===== src/rtl/hpdmc_pkg.sv =====
// Shared constants for the HPDMC data-phase timing tracker: CAS latency
// encoding, default burst length / counter width and bank one-hot width.
package hpdmc_pkg;

  localparam logic CL2 = 1'b0;
  localparam logic CL3 = 1'b1;

  localparam int DEFAULT_BURST_CYCLES = 2;
  localparam int DEFAULT_CNT_WIDTH    = 4;

  localparam int BANK_W   = 4;
  localparam int CAP_SR_W = 8;

endpackage


===== src/rtl/hpdmc_dt_counter.sv =====
// Loadable down-counter with zero flag. With max_on_load set, a load never
// shortens the time still pending on the counter.
module hpdmc_dt_counter #(
  parameter int cnt_width   = 4,
  parameter bit max_on_load = 1'b0
) (
  input  logic                 clk,
  input  logic                 rst,
  input  logic                 load,
  input  logic [cnt_width-1:0] load_val,
  output logic                 zero
);

  logic [cnt_width-1:0] cnt_q;
  logic [cnt_width-1:0] cnt_d;
  logic [cnt_width-1:0] cnt_dec;

  // Compare against the value the counter would hold next cycle, so the
  // longer of "remaining time" and "new load" wins.
  always_comb begin
    cnt_dec = (cnt_q != '0) ? cnt_q - {{(cnt_width-1){1'b0}}, 1'b1} : cnt_q;
    cnt_d   = cnt_dec;
    if (load) begin
      if (max_on_load && (cnt_dec > load_val)) begin
        cnt_d = cnt_dec;
      end else begin
        cnt_d = load_val;
      end
    end
  end

  always_ff @(posedge clk) begin
    if (rst) begin
      cnt_q <= '0;
    end else begin
      cnt_q <= cnt_d;
    end
  end

  assign zero = (cnt_q == '0);

endmodule


===== src/rtl/hpdmc_datactl_timing.sv =====
// Data-phase timing tracker downstream of the SDRAM command FSM.
// Optional busy counter enabled by defining HPDMC_DATACTL_BUSY_COUNT_EN.
module hpdmc_datactl_timing
  import hpdmc_pkg::*;
#(
  parameter int burst_cycles = DEFAULT_BURST_CYCLES,
  parameter int cnt_width    = DEFAULT_CNT_WIDTH
) (
  input  logic              sys_clk,
  input  logic              sdram_rst,
`ifdef HPDMC_DATACTL_BUSY_COUNT_EN
  input  logic              busy_clr,
  output logic [31:0]       busy_count,
`endif
  input  logic              read,
  input  logic              write,
  input  logic [BANK_W-1:0] concerned_bank,
  input  logic              tim_cas,
  input  logic [1:0]        tim_wr,
  output logic              read_safe,
  output logic              write_safe,
  output logic [BANK_W-1:0] precharge_safe,
  output logic              direction,
  output logic              direction_r,
  output logic              read_capture
);

  localparam int CNT_MAX = (1 << cnt_width) - 1;

  function automatic logic [cnt_width-1:0] sat_load(input int v);
    return (v > CNT_MAX) ? CNT_MAX[cnt_width-1:0] : v[cnt_width-1:0];
  endfunction

  // read/write are single-cycle command strobes from the FSM: a high level
  // means the command is issued that cycle, there is no back-pressure.
  logic cmd_wr;
  logic cmd_rd;
  logic cmd_any;
  int   cl;

  assign cmd_wr  = write;
  assign cmd_rd  = read & ~write;
  assign cmd_any = read | write;

  always_comb begin
    cl = (tim_cas == CL3) ? 3 : 2;
  end

  logic [cnt_width-1:0] rs_load;
  logic [cnt_width-1:0] ws_load;
  logic [cnt_width-1:0] pre_load;
  logic [cnt_width-1:0] dir_load;

  always_comb begin
    rs_load  = cmd_wr ? sat_load(burst_cycles + 1) : sat_load(burst_cycles - 1);
    ws_load  = cmd_wr ? sat_load(burst_cycles - 1) : sat_load(cl + burst_cycles);
    pre_load = cmd_wr ? sat_load(burst_cycles + 1 + int'(tim_wr))
                      : sat_load(burst_cycles);
    dir_load = sat_load(burst_cycles);
  end

  hpdmc_dt_counter #(.cnt_width(cnt_width), .max_on_load(1'b0)) u_read_safe (
    .clk(sys_clk), .rst(sdram_rst), .load(cmd_any), .load_val(rs_load),
    .zero(read_safe)
  );

  hpdmc_dt_counter #(.cnt_width(cnt_width), .max_on_load(1'b0)) u_write_safe (
    .clk(sys_clk), .rst(sdram_rst), .load(cmd_any), .load_val(ws_load),
    .zero(write_safe)
  );

  for (genvar b = 0; b < BANK_W; b++) begin : g_pre
    hpdmc_dt_counter #(.cnt_width(cnt_width), .max_on_load(1'b1)) u_pre (
      .clk(sys_clk), .rst(sdram_rst), .load(cmd_any & concerned_bank[b]),
      .load_val(pre_load), .zero(precharge_safe[b])
    );
  end

  // Reloading on every write keeps the bus driven across back-to-back writes.
  logic dir_idle;

  hpdmc_dt_counter #(.cnt_width(cnt_width), .max_on_load(1'b0)) u_dir (
    .clk(sys_clk), .rst(sdram_rst), .load(cmd_wr), .load_val(dir_load),
    .zero(dir_idle)
  );

  assign direction = ~dir_idle;

  logic direction_r_q;
  logic direction_r_d;

  assign direction_r_d = direction;
  assign direction_r   = direction_r_q;

  // Bit i reaches bit 0 i+1 clocks after the command, so the window is
  // placed at bits CL-1 .. CL+burst-2 using the CAS latency of that command.
  logic [CAP_SR_W-1:0] cap_sr_q;
  logic [CAP_SR_W-1:0] cap_sr_d;
  logic [CAP_SR_W-1:0] cap_mask;

  always_comb begin
    cap_mask = '0;
    for (int i = 0; i < CAP_SR_W; i++) begin
      if ((i >= cl - 1) && (i < cl - 1 + burst_cycles)) begin
        cap_mask[i] = 1'b1;
      end
    end
    cap_sr_d = (cap_sr_q >> 1) | (cmd_rd ? cap_mask : '0);
  end

  assign read_capture = cap_sr_q[0];

  always_ff @(posedge sys_clk) begin
    if (sdram_rst) begin
      direction_r_q <= 1'b0;
      cap_sr_q      <= '0;
    end else begin
      direction_r_q <= direction_r_d;
      cap_sr_q      <= cap_sr_d;
    end
  end

`ifdef HPDMC_DATACTL_BUSY_COUNT_EN
  logic [31:0] busy_q;
  logic [31:0] busy_d;

  always_comb begin
    busy_d = busy_q;
    if (busy_clr) begin
      busy_d = '0;
    end else if (direction || read_capture) begin
      busy_d = busy_q + 32'd1;
    end
  end

  always_ff @(posedge sys_clk) begin
    if (sdram_rst) begin
      busy_q <= '0;
    end else begin
      busy_q <= busy_d;
    end
  end

  assign busy_count = busy_q;
`endif

`ifndef SYNTHESIS
  rw_exclusive: assert property (@(posedge sys_clk) disable iff (sdram_rst)
    !(read && write))
    else $error("read and write issued in the same cycle");
`endif

endmodule


===== config.mk =====
export PLATFORM = sky130hd
export DESIGN_NAME = hpdmc_datactl_timing
export DESIGN_NICKNAME = d
export VERILOG_FILES = /design/src/rtl/hpdmc_pkg.sv /design/src/rtl/hpdmc_dt_counter.sv /design/src/rtl/hpdmc_datactl_timing.sv
export SDC_FILE = /design/constraint.sdc
export NUM_CORES = 1
export LEC_CHECK = 0
export BUFFER_PORTS_ARGS = -buffer_cell sky130_fd_sc_hd__buf_2
export CELL_PAD_IN_SITES_DETAIL_PLACEMENT = 1
export CELL_PAD_IN_SITES_GLOBAL_PLACEMENT = 1
export CORE_MARGIN = 4
export CORE_UTILIZATION = 44
export DETAILED_ROUTE_END_ITERATION = 6
export PLACE_DENSITY = 0.82
export SETUP_SLACK_MARGIN = 0.3
export SYNTH_ARGS = -nofsm -noshare
export SYNTH_HDL_FRONTEND = slang
export SYNTH_SLANG_ARGS = --single-unit

===== constraint.sdc =====
create_clock -name sys_clk -period 3.29 [get_ports sys_clk]
set_clock_uncertainty 0.2 [all_clocks]
set_input_delay 0.329 -clock sys_clk [delete_from_list [all_inputs] [get_ports sys_clk]]
set_output_delay 0.329 -clock sys_clk [all_outputs]
set_load 0.05 [all_outputs]

* Word-level counts from Yosys, hierarchy flattened *
Cells that the tools add are included.

storage, ports and cells
  bits in registers = 37
  logic and storage cells = 111

cells by class
  add/sub/neg operators = 11
  order comparisons = 22
  muxes and demuxes = 33
  bitwise operators = 9
  reduce and logical (&&, ||, !) cells = 26

operators by type and width
  cell                 count
  $mux 4               20
  $logic_not 4->1      7
  $reduce_bool 4->1    7
  $sub 4x1->4 const B  7
  $ge 4x3->1 const A   4
  $gt 4x4->1           4
  $lt 4x4->1 const A   4
  $mux 1               9
  $gt 3x4->1 const B   2
  $logic_and 1x1->1    8
  $lt 3x4->1 const A   2
  $mux 8               1
  $or 7x8->8           1
  $ge 3x3->1 const A   2
  $mux 2               3
  $reduce_bool 2->1    3
  $and 1x1->1          5
  $add 3x3->4 const B  1
  $lt 1x4->1 const A   1
  $lt 2x4->1 const A   1
  $add 2x2->3 const A  1
  $add 2x2->3 const B  1
  $ge 1x3->1 const A   1
  $ge 2x3->1 const A   1
  4 further kinds      5

* Depth between registers and ports, before layout *
Gate-level depths: netlist of the first run.

  depth after elaboration = 8
  mapped depth = 11
  depth with buffers taken out = 11

* Modules after synthesis *
From an unflattened synthesis of the first run, not the netlist that was laid out.

unflattened totals
  cells, all modules = 270
  area total of the unflattened synthesis = 2577.5 sq um

by module, submodules not included
  module                                 times used  cells an instance  area an instance (sq um)  seq. area each (sq um)
  hpdmc_dt_counter (g_pre[0].u_pre ...)  4           42                 410.4                     80.1
  hpdmc_dt_counter (u_dir ...)           3           24                 229.0                     80.1
  hpdmc_datactl_timing                   1           30                 249.0                     100.1

* Worst setup path before layout of the first run *
No wires, ideal clock.

  path type = flip-flop to flip-flop
  start point = register g_pre[0].u_pre.cnt_q[0]
  end point = register g_pre[0].u_pre.cnt_q[0]
  setup time = 0.123 ns
  arrival = 2.025 ns
  data required time = 2.967 ns
  path slack = 0.941 ns
  cell stages (with the launch flop) = 12
  buffers on the path = 0
  path through = dfxtp_1 inv_1 ha_1 nand2_1 nor2_1 a21oi_1 ha_1 nor2b_1 o21a_1 o21ai_1 nand4_2 mux2_1

on the way
  cells in the longest elaborated chain, start to end = 5
  elaborated cells on any way between the ends = 6
  those cells by class = add/sub (1); order compare (1); mux (3); reduce/logical (1)

ends and longest elaborated chain
  item                                                     line                    source
  start: declaration                                       hpdmc_dt_counter.sv:14  logic [cnt_width-1:0] cnt_q;
  start signal: assignment                                 hpdmc_dt_counter.sv:36  cnt_q <= cnt_d;
  $sub 4x1->4 / $reduce_bool 4->1 (equally long branches)  hpdmc_dt_counter.sv:21  cnt_dec = (cnt_q != '0) ? cnt_q - {{(cnt_width-1){1'b0}}, 1'b1} : cnt_q;
  $mux 4 *                                                 hpdmc_dt_counter.sv:21
  $gt 4x4->1                                               hpdmc_dt_counter.sv:24  if (max_on_load && (cnt_dec > load_val)) begin
  $mux 4                                                   hpdmc_dt_counter.sv:24
  $mux 4 *                                                 hpdmc_dt_counter.sv:23  if (load) begin

Every way passes the cells marked *; elsewhere a longest branch is shown, timed or not.
A chain may end at the register's enable or synchronous reset.

* Final worst setup path of the first run *
  start point = register g_pre[0].u_pre.cnt_q[0]
  end point = register g_pre[0].u_pre.cnt_q[2]

Same word-level chain as after synthesis.

==> flow_summary.toml, run 1 <==
[status]
status = "completed"

[yosys]
synth_nets = 257
synthFlopType = "dfxtp_1"
synthesis.area_mm2 = 0.001967
ys_async_sr_fraction_pct = 0
ys_warn_count = 0
synth.area.top_cells = "dfxtp_1, ha_1, mux2_1"
yosysUniqueCellTypes = 34
synth-edff-count = 0
syn_inst = 226
seq_area_frac_synth_pct = 33.59
netlist.area_leader.share_pct = 33.59
yosysTopAreaCell = "dfxtp_1"
ys_ff_latch = 33
synth.avg_cell_area_um2 = 8.703

[job]
max_cap_violations = 0

[cts]
cts.sinks = 33
cts_buffers = 5
cts_tree = "done"
cts_buffer_depth = 2
cts_resized = 0
root_buffer = "clkbuf_8"
cts-htree-levels = 2
insertion_delay_ns = 0.29
clk_pin_slew_ns = 0.07
ctsHoldBuffers = 0
post_cts_buffers = 0

[power]
p_per_area_mw_per_mm2 = 1049
p_leak_nw = 0.9794
vdd_ir_drop_max_uv = 465.8
finalPower_mw = 2.310

[worst_hold_path]
worstHoldPathCells = 3
hold_start = "tim_cas"
holdCritPathClass = "primary input to flop"
hold_end = "cap_sr_q[3]"

[timing]
fin_hold_ws_ns = 0.1143
worstMarginPinSlew_ns = 0.5836
hold_viol_final = 0
rsz0062_at_grt = "false"
period_needed_ns = 2.661
max_freq_ghz = 0.3758
slew_headroom_pct = 60.79
fin_crit_sh_pct = 80.89
setup_violations = 0
fin_ws_ns = 0.6289
tns_ns = 0
final_max_slew_viol_count = 0

[finish]
final_layout_size_suffix_gt1_share_pct = 17.55
num_antenna_cells = 0
fin_util_pct = 50.55
nNetsFinal = 275
area_growth_pct = 11.90

[floorplan]
die_x_um = 74.86
core_mm2 = 0.004354
pin_count = 20
die-area_mm2 = 0.005604
initial_utilization_pct = 45.17
dieHeight_um = 74.86
row_count = 24

[drt]
wirelength_mm = 4.232
drtIter0Drc = 66
wl_per_cell_um = 14.25
drtAntennaViolNets = 0
avgViaCountPerCell = 5.276
drtPass1Iterations = 4
drc = 0
vias = 1567

[worst_setup_path]
max_stage_delay_ns = 0.39
endpoint_kind = "flop"
slowest_stage = "dfxtp_1"
r2r-end = "g_pre[0].u_pre.cnt_q[2]"
r2r_slack_ns = 0.63
cp_max_fo = 5
criticalPathCategory = "flop to flop"
critical_path.cell_chain = "inv_1 > ha_1 > nand2_1 > nor2_1 > a21oi_1 > ha_1 > nor2b_1 > o21a_1 > o21ai_1 > nand4_2 > mux2_1"
worst_setup_path_start_kind = "flop"
critPathBufInv = 1
cp.arrival_ns = 2.63
r2r_cells = 11
rr_startpoint = "g_pre[0].u_pre.cnt_q[0]"
path_delay_family = "simple AND/OR/NAND/NOR gates"
path_common_cell = "ha_1"
worstPathRequired_ns = 3.26

[global_routing]
grt_pass1_vias = 1557
grt_pass1_wl_mm = 7.086
grt_overflow = 0
antenna_found_initial = 0
grt_max_degree = 33
grtUsageTotal_pct = 16.72

[place]
dp_hpwl_mm = 3.283
port_buffers = 19
post-place-ws_ns = 0.6563
place_congestion = 0.7250
## worst min-delay path: stages
cell and delay, ns:
buf_2 0.11, nand2_1 0.08, nor3_1 0.04
## sequential cells by signal, summed over array words and instances (netlist names)
name and cells:
u_dir.cnt_q 4, u_write_safe.cnt_q 4, g_pre.u_pre.cnt_q 16, direction_r 1
u_read_safe.cnt_q 4, cap_sr_q 4
## cells in the final DEF (no fill, tap or decap), types with 2 or more instances in the layout
cell / count
a21oi_2: 4
mux2_1: 12
nand3_1: 5
nor2_1: 29
or3_4: 4
o21a_1: 4
nand3b_1: 2
mux2i_1: 3
ha_1: 20
nand2_1: 11
nor3_1: 9
inv_1: 21
nor2b_1: 9
clkbuf_8: 6
buf_2: 19
dfxtp_1: 33
o21ai_0: 3
nor3b_2: 2
a211oi_1: 4
nor4_1: 2
a21oi_1: 11
nand2b_1: 2
inv_2: 2
xnor2_1: 7
a31oi_1: 3
or3_1: 3
nand4_2: 4
o21ai_1: 5
## per-layer routing
| layer | wire length [µm] | up-vias | GRT usage [%] |
|---|---|---|---|
| met2 | 2112 | 13 | 27.95 |
| met4 | 81 | 0 | 6.522 |
| met1 | 1960 | 742 | 21.19 |
| li1 | - | 805 | - |
| met5 | 0 | - | 0 |
| met3 | 77 | 7 | 3.204 |
## how the worst max path moves through the flow
stage | startpoint | end | depth (start not counted)
floorplan | g_pre[0].u_pre.cnt_q[0] | g_pre[0].u_pre.cnt_q[0] | 11
global placement | tim_wr[0] | g_pre[1].u_pre.cnt_q[0] | 10
detailed placement | g_pre[0].u_pre.cnt_q[0] | g_pre[0].u_pre.cnt_q[2] | 11
CTS | g_pre[0].u_pre.cnt_q[0] | g_pre[0].u_pre.cnt_q[2] | 11
global route | g_pre[0].u_pre.cnt_q[0] | g_pre[0].u_pre.cnt_q[2] | 11
finish | g_pre[0].u_pre.cnt_q[0] | g_pre[0].u_pre.cnt_q[2] | 11
## synthesized netlist by cell type, types with 5 or more instances
library cell   n
a21oi_1       11
dfxtp_1       33
ha_1          20
inv_1         21
mux2_1        12
nand2_1       11
nand3_1        5
nor2_1        29
nor2b_1        9
nor3_1         9
o21ai_1        5
xnor2_1        7
## per-stage QoR
step / area (µm²) / instances
after floorplan: 1967 / 226
after global placement: 2081 / 289
after detailed placement: 2081 / 289
after CTS: 2201 / 297
after global routing: 2201 / 297
final: 2201 / 297
## area by class of cell
cell class	instances	area, µm²
Sequential cell	33	660.6
Clock buffer	6	82.58
Tap cell	52	65.06
Multi-Input combinational cell	162	1174
Clock inverter	2	37.54
Fill cell	512	2153
Inverter	23	86.33
Timing Repair Buffer	19	95.09
## where the power goes
group	total, mW	internal [mW]	switching [mW]
clock network	0.399	0.246	0.153
registers	0.582	0.495	0.0872
logic	1.33	0.545	0.783
## logic make-up (layout without fill, tap and decap cells)
kind of cell             count (synthesis)  count (layout)  synth area share (%)
multiplexers                            15              15                 8.397
adder cells (fa/ha/maj)                 20              20                 12.72
AO/OA/AOI/OAI                           37              37                 11.96
buffers and inverters                   31              50                 6.743
flip-flops                              33              33                 33.59
XOR/XNOR                                 7               7                 3.117
AND/OR/NAND/NOR                         83              83                 23.47
(Power assumes the default switching activity.)
==> run 2: changes to the inputs <==
Clock period 3.29 ns to 2.7 ns, I/O delays scaled along.
==> run 2 against run 1 <==
  * First-iteration DRC count increased by 23%
  * Flip-flop and latch count did not move
  * Hold slack got worse by 0.070 ns
  * Critical endpoint is now g_pre[0].u_pre.cnt_q[1]
==> flow_summary.toml, run 2 (synthesis gave the netlist of run 1 again) <==
[status]
status = "completed"

[worst_setup_path]
cp_max_fo = 3
r2r_slack_ns = 0.26
critPathBufInv = 2
cp.depth = 10
r2r-end = "g_pre[0].u_pre.cnt_q[1]"
worstPathRequired_ns = 2.68
worst_setup_path_start_kind = "flop"
slowest_stage = "dfxtp_4"
critical_path.cell_chain = "inv_2 > ha_4 > buf_4 > nand3_1 > o21ai_0 > ha_1 > o21a_1 > o21ai_2 > nand4_4 > mux2_4"
cp.arrival_ns = 2.42
path_delay_family = "adder cells"
criticalPathCategory = "flop to flop"
endpoint_kind = "flop"
setup.worst_path.end = "g_pre[0].u_pre.cnt_q[1]"
rr_startpoint = "g_pre[0].u_pre.cnt_q[0]"
max_stage_delay_ns = 0.37
startpoint = "g_pre[0].u_pre.cnt_q[0]"
r2r_cells = 10

[power]
vdd_ir_drop_max_uv = 639.5
p_leak_nw = 1.180
p_per_area_mw_per_mm2 = 1474
finalPower_mw = 3.901

[timing]
final_max_slew_viol_count = 0
hold_viol_final = 0
fin_crit_sh_pct = 90.35
setup_violations = 0
period_needed_ns = 2.440
worstMarginPinSlew_ns = 0.6132
tns_ns = 0
slew_headroom_pct = 59.12
max_freq_ghz = 0.4099
rsz0062_at_grt = "true"

[place]
dp_hpwl_mm = 3.174
port_buffers = 19
dpl_cell_area_mm2 = 0.002088
place_congestion = 0.7716

[cts]
cts_tree = "done"
cts_buffers = 5
clk_pin_slew_ns = 0.08
cts-htree-levels = 2
cts.sinks = 33
cts_buffer_depth = 2
insertion_delay_ns = 0.28
root_buffer = "clkbuf_8"

[global_routing]
grt_pass1_vias = 1774
antenna_found_initial = 0
grt_max_degree = 33
grtUsageTotal_pct = 18.61
grt_overflow = 0
grt_pass1_wl_mm = 8.059

[floorplan]
row_count = 24
initial_utilization_pct = 45.17
die-area_mm2 = 0.005604
pin_count = 20
die_x_um = 74.86
dieHeight_um = 74.86
core_mm2 = 0.004354

[finish]
regMostFlops = "g_pre.u_pre.cnt_q"
layout.cells.most_common = "dfxtp_1"
nNetsFinal = 298
design_area_mm2 = 0.002646
area_growth_pct = 34.54
layout_common_cells = "dfxtp_1, buf_4, nor2_1"
final_layout_size_suffix_gt1_share_pct = 45.15
largest_register_ffs = 16
num_antenna_cells = 0

[drt]
wl_per_cell_um = 17.69
vias = 1740
drtIter0Drc = 81
drtPass1Iterations = 4
wirelength_mm = 5.660
drtAntennaViolNets = 0
avgViaCountPerCell = 5.438
drc = 0

[worst_hold_path]
hold_start = "tim_cas"
holdCritPathClass = "primary input to flop"

[job]
max_cap_violations = 0
run 2: changes by cell type in the layout (fill, tap and decap cells not counted), sizes merged:
cell      previous run  this run
bufinv               1         0
clkbuf               6         7
clkinv               0         1
buf                 19        42
clkinvlp             1         0
run 2: worst min path at each step:
stage | cells after the start | slack (ns) | endpoint
after floorplan | 2 | 0.21 | cap_sr_q[2]
after global placement | 2 | 0.22 | cap_sr_q[2]
after detailed placement | 2 | 0.23 | cap_sr_q[2]
after CTS | 3 | 0.04 | cap_sr_q[3]
after global routing | 3 | 0.05 | cap_sr_q[3]
final | 3 | 0.04 | cap_sr_q[3]
run 2: cell type report:
type | count | area [µm²]
clock buffers | 7 | 96.34
clock inverters | 1 | 5.005
fillers | 495 | 1708
inverters | 23 | 93.84
multi-input cells | 162 | 1431
flip-flops and latches | 33 | 686.9
well taps | 52 | 65.06
repair buffers | 42 | 267.8
run 2: routing by layer:
| metal | vias up | global-route usage [%] | routed length [µm] |
|---|---|---|---|
| li1 | 860 | - | - |
| met1 | 843 | 23.28 | 2515 |
| met2 | 29 | 31.72 | 2922 |
| met3 | 8 | 4.272 | 128 |
| met4 | 0 | 5.731 | 93 |
| met5 | - | 0 | 0 |
run 2: through the flow:
step | std cells | utilization [%] | hold WS, ns | worst slack, ns
2_1_floorplan | 226 | - | 0.2102 | 0.3513
3_3_place_gp | 290 | 47.96 | 0.2223 | 0.1744
6_report | 320 | 60.78 | 0.04419 | 0.2605
4_1_cts | 305 | 54.51 | 0.04060 | 0.3009
5_1_grt | 320 | 60.78 | 0.05178 | 0.1993
3_5_place_dp | 290 | 47.96 | 0.2343 | 0.09392
run 2: timing repair:
item | in CTS | in global routing
hold buffers | 0 | 0
resized for setup | 39 | 42
pin swaps | 10 | 19
endpoints found under the setup margin | 12 | 12
buffers inserted | 7 | 15
run 2: worst register-to-register path, cell delays in order (launching register included):
cell and delay (ns):
dfxtp_4 0.37, inv_2 0.04, ha_4 0.16, buf_4 0.13
nand3_1 0.05, o21ai_0 0.16, ha_1 0.36, o21a_1 0.15
o21ai_2 0.19, nand4_4 0.16, mux2_4 0.35
run 2: power by group:
part	switching (mW)	internal, mW	total, mW	leakage, nW
combinational	1.42	1.32	2.74	0.850
clock	0.185	0.230	0.416	0.0542
sequential	0.118	0.629	0.747	0.276
==> run 3: changes to the inputs <==
Settings changed: ABC_AREA set to 1, CORE_UTILIZATION 44 to 42, PLACE_DENSITY 0.82 to unset, PLACE_DENSITY_LB_ADDON set to 0.1.
==> run 3 against run 2 <==
  * Highest routed layer unchanged
  * Core utilization is 8.7 points lower
  * Critical endpoint is now g_pre[0].u_pre.cnt_q[0]
  * Synthesized area is 5.5% higher
  * Via count is 10% higher
  * Cell area is 6.5% lower
  * Sequential power shrank 7.5%
  * First-iteration DRC count down 31%
  * Flip-flop and latch count unchanged
  * Sequential share of layout area rose by 0.94 points
  * Fmax increased by 4.2%
  * Largest cell class unchanged
  * Total power fell by 17%
  * Global-route usage fell by 1.5 points
  * Critical path type unchanged
  * Routed wire length is 14% lower
==> flow_summary.toml, run 3 <==
[status]
status = "completed"

[finish]
largest_register_ffs = 16
final_layout_size_suffix_gt1_share_pct = 23.12
layout_common_cells = "nand2_1, nor2_1, inv_1"
num_antenna_cells = 0
fillers = 655
regMostFlops = "g_pre.u_pre.cnt_q"
area_growth_pct = 19.23
nNetsFinal = 364
layout.cells.most_common = "nand2_1"

[yosys]
ys_async_sr_fraction_pct = 0
syn_inst = 308
yosysUniqueCellTypes = 27
yosysTopAreaCell = "dfxtp_1"
synthFlopType = "dfxtp_1"
synth.area.top_cells = "dfxtp_1, nand2_1, ha_1"
netlist.area_leader.share_pct = 31.83
synth_nets = 339
synthesis.area_mm2 = 0.002076
ys_warn_count = 0
synth-edff-count = 0
synthTopCellsByCount = "nand2_1, nor2_1, inv_1"
synth.avg_cell_area_um2 = 6.739
yosysMostFrequentCell = "nand2_1"
seq_area_frac_synth_pct = 31.83
ys_ff_latch = 33

[floorplan]
core_mm2 = 0.004755
pin_count = 20
row_count = 25
die-area_mm2 = 0.006131
die_x_um = 78.30
initial_utilization_pct = 43.66
dieHeight_um = 78.30

[global_routing]
grt_pass1_wl_mm = 8.424
antenna_found_initial = 0
grtUsageTotal_pct = 17.15
grt_pass1_vias = 1912
grt_overflow = 0
grt_max_degree = 16

[drt]
drtAntennaViolNets = 0
wirelength_mm = 4.846
drtIter0Drc = 56
avgViaCountPerCell = 4.785
drtPass1Iterations = 4
vias = 1914
wl_per_cell_um = 12.12
drc = 0

[cts]
insertion_delay_ns = 0.28
cts.sinks = 33
cts_buffer_depth = 2
ctsHoldBuffers = 0
root_buffer = "clkbuf_8"
cts_buffers = 5
cts-htree-levels = 2
cts_tree = "done"
clk_pin_slew_ns = 0.07

[power]
p_comb_share_pct = 67.0
internal_power_mw = 1.611
switchingPower_mw = 1.611
pwr-share-seq_pct = 21.5
vdd_ir_drop_max_uv = 603.9
p_per_area_mw_per_mm2 = 1302
p_clk_share_pct = 11.5
switching_share_pct = 50.01
p_leak_nw = 1.253

[timing]
hold_viol_final = 0
max_freq_ghz = 0.4272
slew_headroom_pct = 64.49
period_needed_ns = 2.341
final_max_slew_viol_count = 0
tns_ns = 0
rsz0062_at_grt = "true"
fin_crit_sh_pct = 86.69
worstMarginPinSlew_ns = 0.5307
fin_hold_ws_ns = 0.03500
fin_ws_ns = 0.3594
setup_violations = 0

[worst_setup_path]
path_common_cell = "nand2_2"
cp.arrival_ns = 2.31
criticalPathCategory = "flop to flop"
max_stage_delay_ns = 0.34
slowest_stage = "dfxtp_2"
r2r_cells = 17
worst_setup_path_start_kind = "flop"
critical_path.cell_chain = "inv_2 > ha_4 > inv_4 > nor2_4 > nand2_2 > inv_2 > nand2_2 > o21ai_2 > ha_1 > nand2_1 > or2_2 > nand2_2 > nand2_4 > nand2_2 > nor2_2 > nor2_1 > nor2_1"
cp_max_fo = 4
worstPathRequired_ns = 2.67
endpoint_kind = "flop"

[place]
place_congestion = 0.7523
port_buffers = 19
post-place-ws_ns = 0.1580
dp_hpwl_mm = 3.678

[worst_hold_path]
holdCritPathClass = "primary input to flop"
worstHoldPathCells = 3

[job]
max_cap_violations = 0
==> run 3: routing by layer <==
| metal | vias to the layer above | wire length, µm | global-route usage (%) |
|---|---|---|---|
| li1 | 1006 | - | - |
| met1 | 885 | 2344 | 21.67 |
| met2 | 18 | 2359 | 30.05 |
| met3 | 5 | 97 | 3.211 |
| met4 | 0 | 45 | 4.196 |
| met5 | - | 0 | 0 |
==> run 3: cell type report <==
type / instances / area (µm²) / area share [%]
tap: 67 / 83.83 / 3.387
multi-input combinational: 215 / 1297 / 52.43
inverter: 53 / 201.4 / 8.140
timing repair buffer: 25 / 140.1 / 5.662
sequential: 33 / 665.6 / 26.90
clock buffer: 7 / 86.33 / 3.488
==> run 3: worst max-delay path: cells and delay by family, from the launching register on <==
| kind | cells | cell delay, ns |
|---|---|---|
| adder cells (fa/ha/maj) | 2 | 0.48 |
| AND/OR/NAND/NOR | 11 | 0.97 |
| AO/OA/AOI/OAI | 1 | 0.07 |
| buffers and inverters | 3 | 0.18 |
| flip-flops | 1 | 0.34 |
==> run 3: cell families after synthesis <==
logic type / Yosys count / synth area share (%)
and+or+nand+nor: 156 / 32.79
adders and majority gates: 20 / 12.06
AOI/OAI and AO/OA: 32 / 8.258
xor gates and xnor gates: 7 / 2.954
DFF: 33 / 31.83
buffers and inverters: 60 / 12.12
==> run 3: through the flow <==
stage / instances / util (%) / instance area, µm² / total power [mW]
after floorplan: 308 / - / 2076 / 2.134
after detailed placement: 388 / 46.47 / 2210 / 2.449
final: 400 / 52.05 / 2475 / 3.222
after CTS: 396 / 49.11 / 2335 / 2.912
after global routing: 400 / 52.05 / 2475 / 3.595
after global placement: 388 / 46.47 / 2210 / 2.383
==> run 3: power by group through the flow <==
stage	registers (mW)	logic, mW	clock network, mW
after floorplan	0.674	1.46	0
after CTS	0.680	1.85	0.387
final	0.691	2.16	0.371
after global placement	0.684	1.70	0
after detailed placement	0.689	1.76	0
after global routing	0.707	2.48	0.409
==> run 3: path summary, 6_finish.rpt <==
kind / to / slack (ns) / from
hold reg to reg: cap_sr_q[0] / 0.23 / cap_sr_q[1]
hold / removal: cap_sr_q[3] / 0.03 / tim_cas
setup reg to reg: g_pre[0].u_pre.cnt_q[0] / 0.36 / g_pre[0].u_pre.cnt_q[0]
setup / recovery: g_pre[0].u_pre.cnt_q[0] / 0.36 / g_pre[0].u_pre.cnt_q[0]
==> run 3: repair_timing <==
item	in CTS	in global routing
pin swaps	3	15
setup buffers	1	4
setup endpoints to repair	8	12
resized for setup	9	38
hold endpoints to repair	0	0
